$ cat config.mk
export PLATFORM = sky130hd
export DESIGN_NAME = tdc_code_monitor_flat
export DESIGN_NICKNAME = d
export VERILOG_FILES = /design/src/rtl/tdc_code_monitor_if.sv /design/src/rtl/tdc_code_monitor.sv /design/src/flat_wrapper.sv
export SDC_FILE = /design/constraint.sdc
export NUM_CORES = 1
export LEC_CHECK = 0
export ABC_AREA = 1
export CAP_MARGIN = 20
export CORE_MARGIN = 2
export CORE_UTILIZATION = 60
export CTS_CLUSTER_DIAMETER = 50
export DETAILED_ROUTE_END_ITERATION = 7
export PLACE_DENSITY = 0.84
export SLEW_MARGIN = 5
export SYNTH_ARGS = -nofsm -noshare
export SYNTH_HDL_FRONTEND = slang
export SYNTH_SLANG_ARGS = --single-unit
$ cat constraint.sdc
create_clock -name clk -period 5.5 [get_ports clk]
set_clock_uncertainty 0.1 [all_clocks]
set_input_delay 0.55 -clock clk [delete_from_list [all_inputs] [get_ports clk]]
set_output_delay 0.55 -clock clk [all_outputs]
set_load 0.005 [all_outputs]
$ cat src/rtl/tdc_code_monitor_if.sv
// rtl/tdc_code_monitor_if.sv - control, code and result bundle for the TDC code monitor
interface tdc_code_monitor_if #(
    parameter int NCH      = 3,
    parameter int NBIT     = 4,
    parameter int LOG2_WIN = 4
);
    logic                          start;
    logic                          abort;
    logic                          mode_cont;
    logic                          code_valid;
    logic [NCH*NBIT-1:0]           code;
    logic                          busy;
    logic                          done;
    logic                          res_valid;
    logic [NCH*NBIT-1:0]           mean_out;
    logic [NCH*NBIT-1:0]           min_out;
    logic [NCH*NBIT-1:0]           max_out;
    logic [NCH*(LOG2_WIN+1)-1:0]   sat_cnt;

    modport master (
        output start, abort, mode_cont, code_valid, code,
        input  busy, done, res_valid, mean_out, min_out, max_out, sat_cnt
    );

    modport slave (
        input  start, abort, mode_cont, code_valid, code,
        output busy, done, res_valid, mean_out, min_out, max_out, sat_cnt
    );
endinterface

$ cat src/rtl/tdc_code_monitor.sv
// rtl/tdc_code_monitor.sv - windowed per-channel mean/min/max/saturation statistics of TDC codes
module tdc_code_monitor #(
    parameter int NCH      = 3,
    parameter int NBIT     = 4,
    parameter int LOG2_WIN = 4
) (
    input  logic              clk,
    input  logic              rstb,
    tdc_code_monitor_if.slave bus
);
    localparam int WIN = 1 << LOG2_WIN;
    localparam int SW  = NBIT + LOG2_WIN;
    localparam int CW  = LOG2_WIN + 1;
    localparam logic [CW-1:0]          LAST_CNT = CW'(WIN - 1);
    localparam logic signed [NBIT-1:0] CODE_MAX = {1'b0, {(NBIT-1){1'b1}}};
    localparam logic signed [NBIT-1:0] CODE_MIN = {1'b1, {(NBIT-1){1'b0}}};

    typedef enum logic {IDLE, RUN} state_t;
    state_t state_q, state_d;

    logic [CW-1:0]          cnt_q;
    logic signed [SW-1:0]   sum_q  [NCH];
    logic signed [SW-1:0]   sum_d  [NCH];
    logic signed [NBIT-1:0] min_q  [NCH];
    logic signed [NBIT-1:0] min_d  [NCH];
    logic signed [NBIT-1:0] max_q  [NCH];
    logic signed [NBIT-1:0] max_d  [NCH];
    logic [CW-1:0]          sat_q  [NCH];
    logic [CW-1:0]          sat_d  [NCH];
    logic signed [NBIT-1:0] code_k [NCH];
    logic signed [NBIT-1:0] mean_d [NCH];
    logic                   accept, last, init;

    logic                   done_q, res_valid_q;
    logic [NCH*NBIT-1:0]    mean_q, min_res_q, max_res_q;
    logic [NCH*CW-1:0]      sat_res_q;

    always_comb begin
        accept = (state_q == RUN) && !bus.abort && bus.code_valid;
        last   = accept && (cnt_q == LAST_CNT);
        init   = (state_q == IDLE) && bus.start && !bus.abort;
        for (int k = 0; k < NCH; k++) begin
            code_k[k] = bus.code[k*NBIT +: NBIT];
            sum_d[k]  = sum_q[k] + $signed({{LOG2_WIN{code_k[k][NBIT-1]}}, code_k[k]});
            min_d[k]  = (code_k[k] < min_q[k]) ? code_k[k] : min_q[k];
            max_d[k]  = (code_k[k] > max_q[k]) ? code_k[k] : max_q[k];
            sat_d[k]  = sat_q[k] + {{(CW-1){1'b0}},
                                    (code_k[k] == CODE_MAX) || (code_k[k] == CODE_MIN)};
            // Arithmetic shift floors toward -inf; the result always fits the code range.
            mean_d[k] = NBIT'(sum_d[k] >>> LOG2_WIN);
        end
    end

    always_comb begin
        state_d = state_q;
        case (state_q)
            IDLE: if (init) state_d = RUN;
            RUN: begin
                if (bus.abort)                       state_d = IDLE;
                else if (last && !bus.mode_cont)     state_d = IDLE;
            end
            default: state_d = IDLE;
        endcase
    end

    always_ff @(posedge clk or negedge rstb) begin
        if (!rstb) state_q <= IDLE;
        else       state_q <= state_d;
    end

    always_ff @(posedge clk or negedge rstb) begin
        if (!rstb) begin
            cnt_q       <= '0;
            done_q      <= 1'b0;
            res_valid_q <= 1'b0;
            mean_q      <= '0;
            min_res_q   <= '0;
            max_res_q   <= '0;
            sat_res_q   <= '0;
            for (int k = 0; k < NCH; k++) begin
                sum_q[k] <= '0;
                min_q[k] <= '0;
                max_q[k] <= '0;
                sat_q[k] <= '0;
            end
        end else begin
            done_q <= last;
            // A completing window rearms the accumulators so continuous mode has no dead cycle.
            if (init || last) begin
                cnt_q <= '0;
                for (int k = 0; k < NCH; k++) begin
                    sum_q[k] <= '0;
                    min_q[k] <= CODE_MAX;
                    max_q[k] <= CODE_MIN;
                    sat_q[k] <= '0;
                end
            end else if (accept) begin
                cnt_q <= cnt_q + 1'b1;
                for (int k = 0; k < NCH; k++) begin
                    sum_q[k] <= sum_d[k];
                    min_q[k] <= min_d[k];
                    max_q[k] <= max_d[k];
                    sat_q[k] <= sat_d[k];
                end
            end
            if (last) begin
                res_valid_q <= 1'b1;
                for (int k = 0; k < NCH; k++) begin
                    mean_q[k*NBIT +: NBIT]  <= mean_d[k];
                    min_res_q[k*NBIT +: NBIT] <= min_d[k];
                    max_res_q[k*NBIT +: NBIT] <= max_d[k];
                    sat_res_q[k*CW +: CW]   <= sat_d[k];
                end
            end
        end
    end

    assign bus.busy      = (state_q == RUN);
    assign bus.done      = done_q;
    assign bus.res_valid = res_valid_q;
    assign bus.mean_out  = mean_q;
    assign bus.min_out   = min_res_q;
    assign bus.max_out   = max_res_q;
    assign bus.sat_cnt   = sat_res_q;
endmodule

$ cat src/flat_wrapper.sv
// flat-port wrapper written by rule: the top's interface ports become plain ports
module tdc_code_monitor_flat 
#(
    parameter int NCH      = 3,
    parameter int NBIT     = 4,
    parameter int LOG2_WIN = 4
)
  (clk, rstb, bus_start, bus_abort, bus_mode_cont, bus_code_valid, bus_code, bus_busy, bus_done, bus_res_valid, bus_mean_out, bus_min_out, bus_max_out, bus_sat_cnt);
  tdc_code_monitor_if #(.NCH(NCH), .NBIT(NBIT), .LOG2_WIN(LOG2_WIN)) bus_i ();
  input  logic clk;
  input  logic rstb;
  input wire logic [$bits(bus_i.start)-1:0] bus_start;
  input wire logic [$bits(bus_i.abort)-1:0] bus_abort;
  input wire logic [$bits(bus_i.mode_cont)-1:0] bus_mode_cont;
  input wire logic [$bits(bus_i.code_valid)-1:0] bus_code_valid;
  input wire logic [$bits(bus_i.code)-1:0] bus_code;
  output wire logic [$bits(bus_i.busy)-1:0] bus_busy;
  output wire logic [$bits(bus_i.done)-1:0] bus_done;
  output wire logic [$bits(bus_i.res_valid)-1:0] bus_res_valid;
  output wire logic [$bits(bus_i.mean_out)-1:0] bus_mean_out;
  output wire logic [$bits(bus_i.min_out)-1:0] bus_min_out;
  output wire logic [$bits(bus_i.max_out)-1:0] bus_max_out;
  output wire logic [$bits(bus_i.sat_cnt)-1:0] bus_sat_cnt;
  assign bus_i.start = bus_start;
  assign bus_i.abort = bus_abort;
  assign bus_i.mode_cont = bus_mode_cont;
  assign bus_i.code_valid = bus_code_valid;
  assign bus_i.code = bus_code;
  assign bus_busy = bus_i.busy;
  assign bus_done = bus_i.done;
  assign bus_res_valid = bus_i.res_valid;
  assign bus_mean_out = bus_i.mean_out;
  assign bus_min_out = bus_i.min_out;
  assign bus_max_out = bus_i.max_out;
  assign bus_sat_cnt = bus_i.sat_cnt;
  tdc_code_monitor #(.NCH(NCH), .NBIT(NBIT), .LOG2_WIN(LOG2_WIN)) u_core (.clk(clk), .rstb(rstb), .bus(bus_i));
endmodule
==> results.py, run 1 <==
metrics = {
    "run_status": {
        "outcome": "completed",
    },
    "cts": {
        "clkLatencyLatePin_ns": 0.52,
        "clkTransAtPathRegs_ns": 0.06,
        "cts_setup_buffers": 0,
        "cts_tree": "done",
        "hold_buffers": 0,
        "cts_root_buf": "clkbuf_8",
        "max-clock-path-buffers": 2,
        "ctsResizeCount": 0,
        "cts.sinks": 122,
        "cts_buffers": 17,
        "h-tree-depth": 4,
    },
    "logic_synthesis": {
        "synth_area_um2": 6750,
        "synth_area_leaders": "dfrtp_1, nand2_1, ha_1",
        "synth_mux_area_share_pct": 0,
        "async_reset_ff_share_pct": 100,
        "synth_seq_area_share_pct": 45.2,
        "syn_area_per_cell_um2": 7.93,
        "netlist.area_leader.share_pct": 45.2,
        "yosys.area_share.simple_pct": 28.4,
        "synthXorXnorAreaFrac_pct": 2.85,
        "yosysMostFrequentCell": "nand2_1",
        "ys_ff_latch": 122,
        "yosys-top-cells-count": "nand2_1, dfrtp_1, inv_1",
        "ys.warnings.count": 0,
        "synth_compound_area_share_pct": 6.32,
        "synthAdderAreaFrac_pct": 10.2,
        "syn-num-nets": 923,
        "synth_top_family_by_area": "simple AND/OR/NAND/NOR gates",
        "synth_edf_count": 0,
        "synth_top_cell_by_area": "dfrtp_1",
        "synth.distinct_cells": 32,
        "ys.flop_type": "dfrtp_1",
        "synthCells": 852,
    },
    "timing": {
        "finalHoldViolCount": 0,
        "setup_viol": 0,
        "slew_headroom_pct": 38.0,
        "slew_violations": 0,
        "fin_crit_ns": 2.56,
        "fin_crit_sh_pct": 46.6,
        "tightest_slew_ns": 0.930,
        "setup_tns_ns": 0,
        "setup_ws_ns": 2.94,
        "rsz0062_at_grt": "no",
        "max_clock_freq_mhz": 390,
    },
    "power": {
        "ir_drop_uv": 196,
        "cellLeakagePower_uw": 0.00452,
        "pwr_density_cell_nw_per_um2": 358,
    },
    "placement": {
        "gp_congestion": 0.841,
        "pre_cts_slack_ns": 2.66,
        "numPortBuffers": 71,
        "dpl.hpwl_um": 9830,
        "dp_cells": 1044,
        "place_area_um2": 7550,
    },
    "detailed_routing": {
        "drtPass1Iterations": 5,
        "remaining_drc_errors": 0,
        "wl_um": 15900,
        "avgViaCountPerCell": 5.44,
        "vias": 5857,
        "wire_per_inst_um": 14.8,
        "drt_iter0_markers": 510,
        "ant_nets": 0,
    },
    "global_routing": {
        "grt_max_degree": 74,
        "first_global_vias": 5534,
        "grt_usage_pct": 28.0,
        "grt-ovfl-total": 0,
        "antenna_found_initial": 0,
        "grt_pass1_wl_um": 26200,
    },
    "floorplan": {
        "row_count": 38,
        "fp.dieW_um": 110,
        "io_pins": 72,
        "core_um2": 10900,
        "die-area_um2": 12100,
        "die_h_um": 110,
        "start_util_pct": 62.0,
    },
    "final_layout": {
        "utilization_pct": 75.4,
        "syn2layout_area_growth_pct": 21.5,
        "fin_cells": 1076,
        "multi_input_area_um2": 3220,
        "nNetsFinal": 994,
        "layout.area.seq_um2": 3050,
        "nFillCells": 747,
        "finalInstanceArea_um2": 8210,
        "drive_gt1_share_pct": 5.88,
        "diodes": 0,
    },
    "setup_path": {
        "startpoint_type": "register",
        "critPathMaxFanout": 25,
        "setup.worst_path.end_class": "register",
        "rr_endpoint": "u_core.bus.max_out[2]$_DFFE_PN0P_",
        "cp-startpoint": "u_core.cnt_q[1]$_DFFE_PN0P_",
        "cp_slowest_cell": "clkinv_1",
        "arrival_ns": 2.87,
        "rr_worst_depth": 9,
        "crit_type": "reg2reg",
        "crit_chain": "ha_1 > nand2_1 > nor2_1 > ha_1 > nand2_4 > clkinv_1 > buf_4 > nand3_1 > nand2_1",
        "reg2reg_from": "u_core.cnt_q[1]$_DFFE_PN0P_",
        "crit_required_ns": 5.81,
        "reg2reg_setup_slack_ns": 2.94,
        "slowest_delay_ns": 0.58,
    },
    "flow_run": {
        "cap_violations": 0,
    },
    "hold_path": {
        "hold_path.class": "in2async",
    },
}
[flip-flops by register name (all words and copies together) (netlist names), 12 cells and up]
name                 flops
u_core.bus.max_out      12
u_core.bus.mean_out     12
u_core.bus.min_out      12
u_core.bus.sat_cnt      15
u_core.max_q            12
u_core.min_q            12
u_core.sat_q            15
u_core.sum_q            24
[metrics by stage]
| stage | total power [uW] | hold WS, ns |
|---|---|---|
| detailed placement | 1680 | 0.354 |
| finish | 2940 | 0.0410 |
| global placement | 1650 | 0.363 |
| floorplan | 1520 | 0.154 |
| global route | 3100 | 0.119 |
| CTS | 2940 | 0.0943 |
[worst max path at each step]
stage	depth (start not counted)	end
4_1_cts	9	u_core.bus.max_out[2]$_DFFE_PN0P_
3_3_place_gp	9	u_core.bus.max_out[0]$_DFFE_PN0P_
5_1_grt	9	u_core.bus.max_out[0]$_DFFE_PN0P_
6_report	9	u_core.bus.max_out[2]$_DFFE_PN0P_
3_5_place_dp	9	u_core.bus.max_out[2]$_DFFE_PN0P_
2_1_floorplan	9	u_core.bus.mean_out[6]$_DFFE_PN0P_
[report_power, final]
part	total (uW)	internal [uW]	leakage, uW	switching (uW)
combinational	666	236	0.00257	430
sequential	1030	976	0.00163	50.8
clock	1250	830	0.000316	417
total	2940	2040	0.00452	898
[layout make-up]
cell class,instances,share of cell area [%]
inverters,94,4.33
well taps,140,2.13
repair buffers,75,8.99
multi-input cells,613,39.3
flip-flops and latches,122,37.2
clock buffers,18,5.09
clock inverters,14,2.97
[cells by family (layout without fill, tap and decap cells)]
logic type / count (synthesis) / in the layout
compound gates: 76 / 76
xor+xnor: 22 / 22
fa+ha+maj: 53 / 53
buf+inv: 117 / 201
flops: 122 / 122
simple gates: 462 / 462
[cell usage in the layout (no fill, tap or decap), types with 4 or more instances in the layout]
cell	Yosys	layout
nand4_1	11	11
xor2_1	13	13
inv_1	90	89
buf_4	0	5
o21ai_1	9	9
nor2_1	18	18
o22ai_1	6	6
or2_2	8	8
xnor2_1	9	9
dfrtp_1	122	122
a21o_1	6	6
clkdlybuf4s50_1	0	70
o21ai_0	26	26
ha_1	50	50
a21oi_1	19	19
nand3_1	75	75
nand2_1	340	340
clkinv_4	0	4
o21bai_1	6	6
bufinv_16	0	6
clkbuf_16	0	16
[worst max-delay path, delay by kind of cell, from the launching register on]
kind          cells  cell delay (ns)
flops             1             0.40
fa+ha+maj         2             0.40
simple gates      5             0.46
buf+inv           2             1.08
[metal layers]
metal / up-vias / GRT usage [%] / routed length [um]
li1: 2861 / - / -
met1: 2774 / 37.3 / 6980
met2: 202 / 46.1 / 7830
met3: 20 / 6.88 / 964
met4: 0 / 6.96 / 167
met5: - / 0 / 0
(Power assumes the default switching activity.)
==> run 2, diff against run 1 <==
--- a/config.mk
+++ b/config.mk
@@ -8,10 +8,10 @@
 export ABC_AREA = 1
 export CAP_MARGIN = 20
 export CORE_MARGIN = 2
-export CORE_UTILIZATION = 60
+export CORE_UTILIZATION = 52
 export CTS_CLUSTER_DIAMETER = 50
 export DETAILED_ROUTE_END_ITERATION = 7
-export PLACE_DENSITY = 0.84
+export PLACE_DENSITY = 0.77
 export SLEW_MARGIN = 5
 export SYNTH_ARGS = -nofsm -noshare
 export SYNTH_HDL_FRONTEND = slang
==> constraint.sdc (replaced) <==
create_clock -name clk -period 2.1 [get_ports clk]
set_clock_uncertainty 0.1 [all_clocks]
set_input_delay 0.21 -clock clk [delete_from_list [all_inputs] [get_ports clk]]
set_output_delay 0.21 -clock clk [all_outputs]
set_load 0.005 [all_outputs]
==> run 2 against run 1 <==
Maximum frequency increased by 30%; final cell count increased by 8.1%; sequential power increased to 2.6 times the previous value; largest power group unchanged.
==> results.py, run 2 (synthesis results as in run 1) <==
metrics = {
    "run_status": {
        "outcome": "completed",
    },
    "floorplan": {
        "die-area_um2": 13900,
        "fp.dieW_um": 118,
        "die_h_um": 118,
        "io_pins": 72,
        "start_util_pct": 53.3,
        "core_um2": 12700,
        "row_count": 41,
    },
    "final_layout": {
        "final_cell_mix": "nand2_1, dfrtp_1, inv_1, nand3_1, clkdlybuf4s50_1",
        "largest_register_ffs": 24,
        "fin_cells": 1163,
        "syn2layout_area_growth_pct": 28.6,
        "nNetsFinal": 1049,
        "finalInstanceArea_um2": 8690,
        "diodes": 0,
        "multi_input_area_um2": 3230,
        "regMostFlops": "u_core.sum_q",
        "final_common_cell": "nand2_1",
        "layout.area.seq_um2": 3050,
        "nFillCells": 1007,
        "drive_gt1_share_pct": 11.0,
    },
    "detailed_routing": {
        "met1_length_um": 7400,
        "wl_met3_um": 709,
        "ant_nets": 0,
        "wl_um": 15700,
        "vias": 5887,
        "remaining_drc_errors": 0,
        "wire_per_inst_um": 13.5,
        "wl_met2_um": 7380,
        "routed.top_layer": "met4",
        "drt_iter0_markers": 344,
        "avgViaCountPerCell": 5.06,
        "drtPass1Iterations": 6,
    },
    "cts": {
        "cts.sinks": 122,
        "cts_root_buf": "clkbuf_16",
        "cts_buffers": 17,
        "max-clock-path-buffers": 2,
        "clkTransAtPathRegs_ns": 0.06,
        "cts_tree": "done",
        "clkLatencyLatePin_ns": 0.42,
        "h-tree-depth": 4,
    },
    "setup_path": {
        "arrival_ns": 2.22,
        "critPathMaxFanout": 22,
        "cp-startpoint": "u_core.cnt_q[1]$_DFFE_PN0P_",
        "cp-endpoint": "u_core.bus.max_out[9]$_DFFE_PN0P_",
        "rr_endpoint": "u_core.bus.max_out[9]$_DFFE_PN0P_",
        "startpoint_type": "register",
        "crit_type": "reg2reg",
        "reg2reg_setup_slack_ns": 0.13,
        "reg2reg_from": "u_core.cnt_q[1]$_DFFE_PN0P_",
        "setup.worst_path.end_class": "register",
        "crit_required_ns": 2.35,
        "rr_worst_depth": 10,
    },
    "global_routing": {
        "grt-ovfl-total": 0,
        "grt_pass1_wl_um": 26600,
        "grt_max_degree": 67,
        "first_global_vias": 5536,
        "grt_usage_pct": 23.7,
        "antenna_found_initial": 0,
    },
    "placement": {
        "numPortBuffers": 71,
        "dpl.hpwl_um": 10400,
        "gp_congestion": 0.836,
        "place_area_um2": 8030,
        "dp_cells": 1125,
        "pre_cts_slack_ns": -0.104,
    },
    "timing": {
        "max_clock_freq_mhz": 508,
        "fin_crit_sh_pct": 93.7,
        "setup_viol": 0,
        "fin_crit_ns": 1.97,
        "slew_violations": 0,
        "setup_tns_ns": 0,
        "slew_headroom_pct": 75.5,
        "setup_ws_ns": 0.132,
        "finalHoldViolCount": 0,
        "tightest_slew_ns": 0.368,
    },
    "flow_run": {
        "cap_violations": 0,
    },
    "power": {
        "pwr_density_cell_nw_per_um2": 867,
        "ir_drop_uv": 604,
        "power.total_uw": 7530,
        "cellLeakagePower_uw": 0.00478,
    },
    "hold_path": {
        "hold_path.class": "in2async",
    },
}
==> run 2: changes by cell type in the layout (fill, tap and decap cells not counted), moves of 2 or more <==
cell and change:
bufinv_16 -3, buf_12 +6, buf_4 +48, clkinv_2 +4
clkinv_4 -2
==> run 2: cell type report <==
cell class              instances  area share (%)
flip-flops and latches        122            35.1
inverters                      94            4.12
well taps                     172            2.48
multi-input cells             613            37.2
repair buffers                130            14.1
clock buffers                  20            5.26
clock inverters                12            1.70
==> run 2: worst max-delay path: stages (launching register included) <==
cell	delay, ns
dfrtp_1	0.38
ha_2	0.20
nand2_1	0.07
nor2_1	0.10
ha_1	0.20
nand2_4	0.07
buf_4	0.14
clkinv_1	0.08
buf_4	0.31
nand3_1	0.14
nand2_1	0.08
==> run 2: repair_timing <==
action,4_1_cts,5_1_grt
setup endpoints to repair,0,37
resized for setup,0,2
hold buffers,1,0
hold endpoints to repair,122,0
setup buffers,0,5
==> run 2: metal layers <==
layer	track usage, %	vias up
met1	31.9	2753
met5	0	-
li1	-	2973
met3	5.52	21
met2	38.4	140
met4	6.85	0
==> run 2: where the power goes <==
part	total [uW]	leakage [uW]	switching, uW	internal, uW
clock	2990	0.000296	1070	1920
combinational	1850	0.00286	1110	747
sequential	2680	0.00163	127	2560
total	7530	0.00478	2300	5220
==> run 2: how the worst min path moves through the flow <==
stage / endpoint / slack (ns)
2_1_floorplan: u_core.bus.busy$_DFF_PN0_ / -0.19
3_3_place_gp: u_core.sum_q[15]$_DFFE_PN0P_ / 0.15
3_5_place_dp: u_core.bus.mean_out[5]$_DFFE_PN0P_ / 0.15
4_1_cts: u_core.sum_q[16]$_DFFE_PN0P_ / 0.25
5_1_grt: u_core.sum_q[16]$_DFFE_PN0P_ / 0.28
6_report: u_core.sum_q[16]$_DFFE_PN0P_ / 0.23
==> run 2: per-stage QoR <==
stage | hold WS, ns | utilization, %
after floorplan | -0.186 | -
after global routing | 0.276 | 68.5
after global placement | 0.147 | 63.4
after detailed placement | 0.146 | 63.4
final | 0.234 | 68.5
after CTS | 0.247 | 68.2
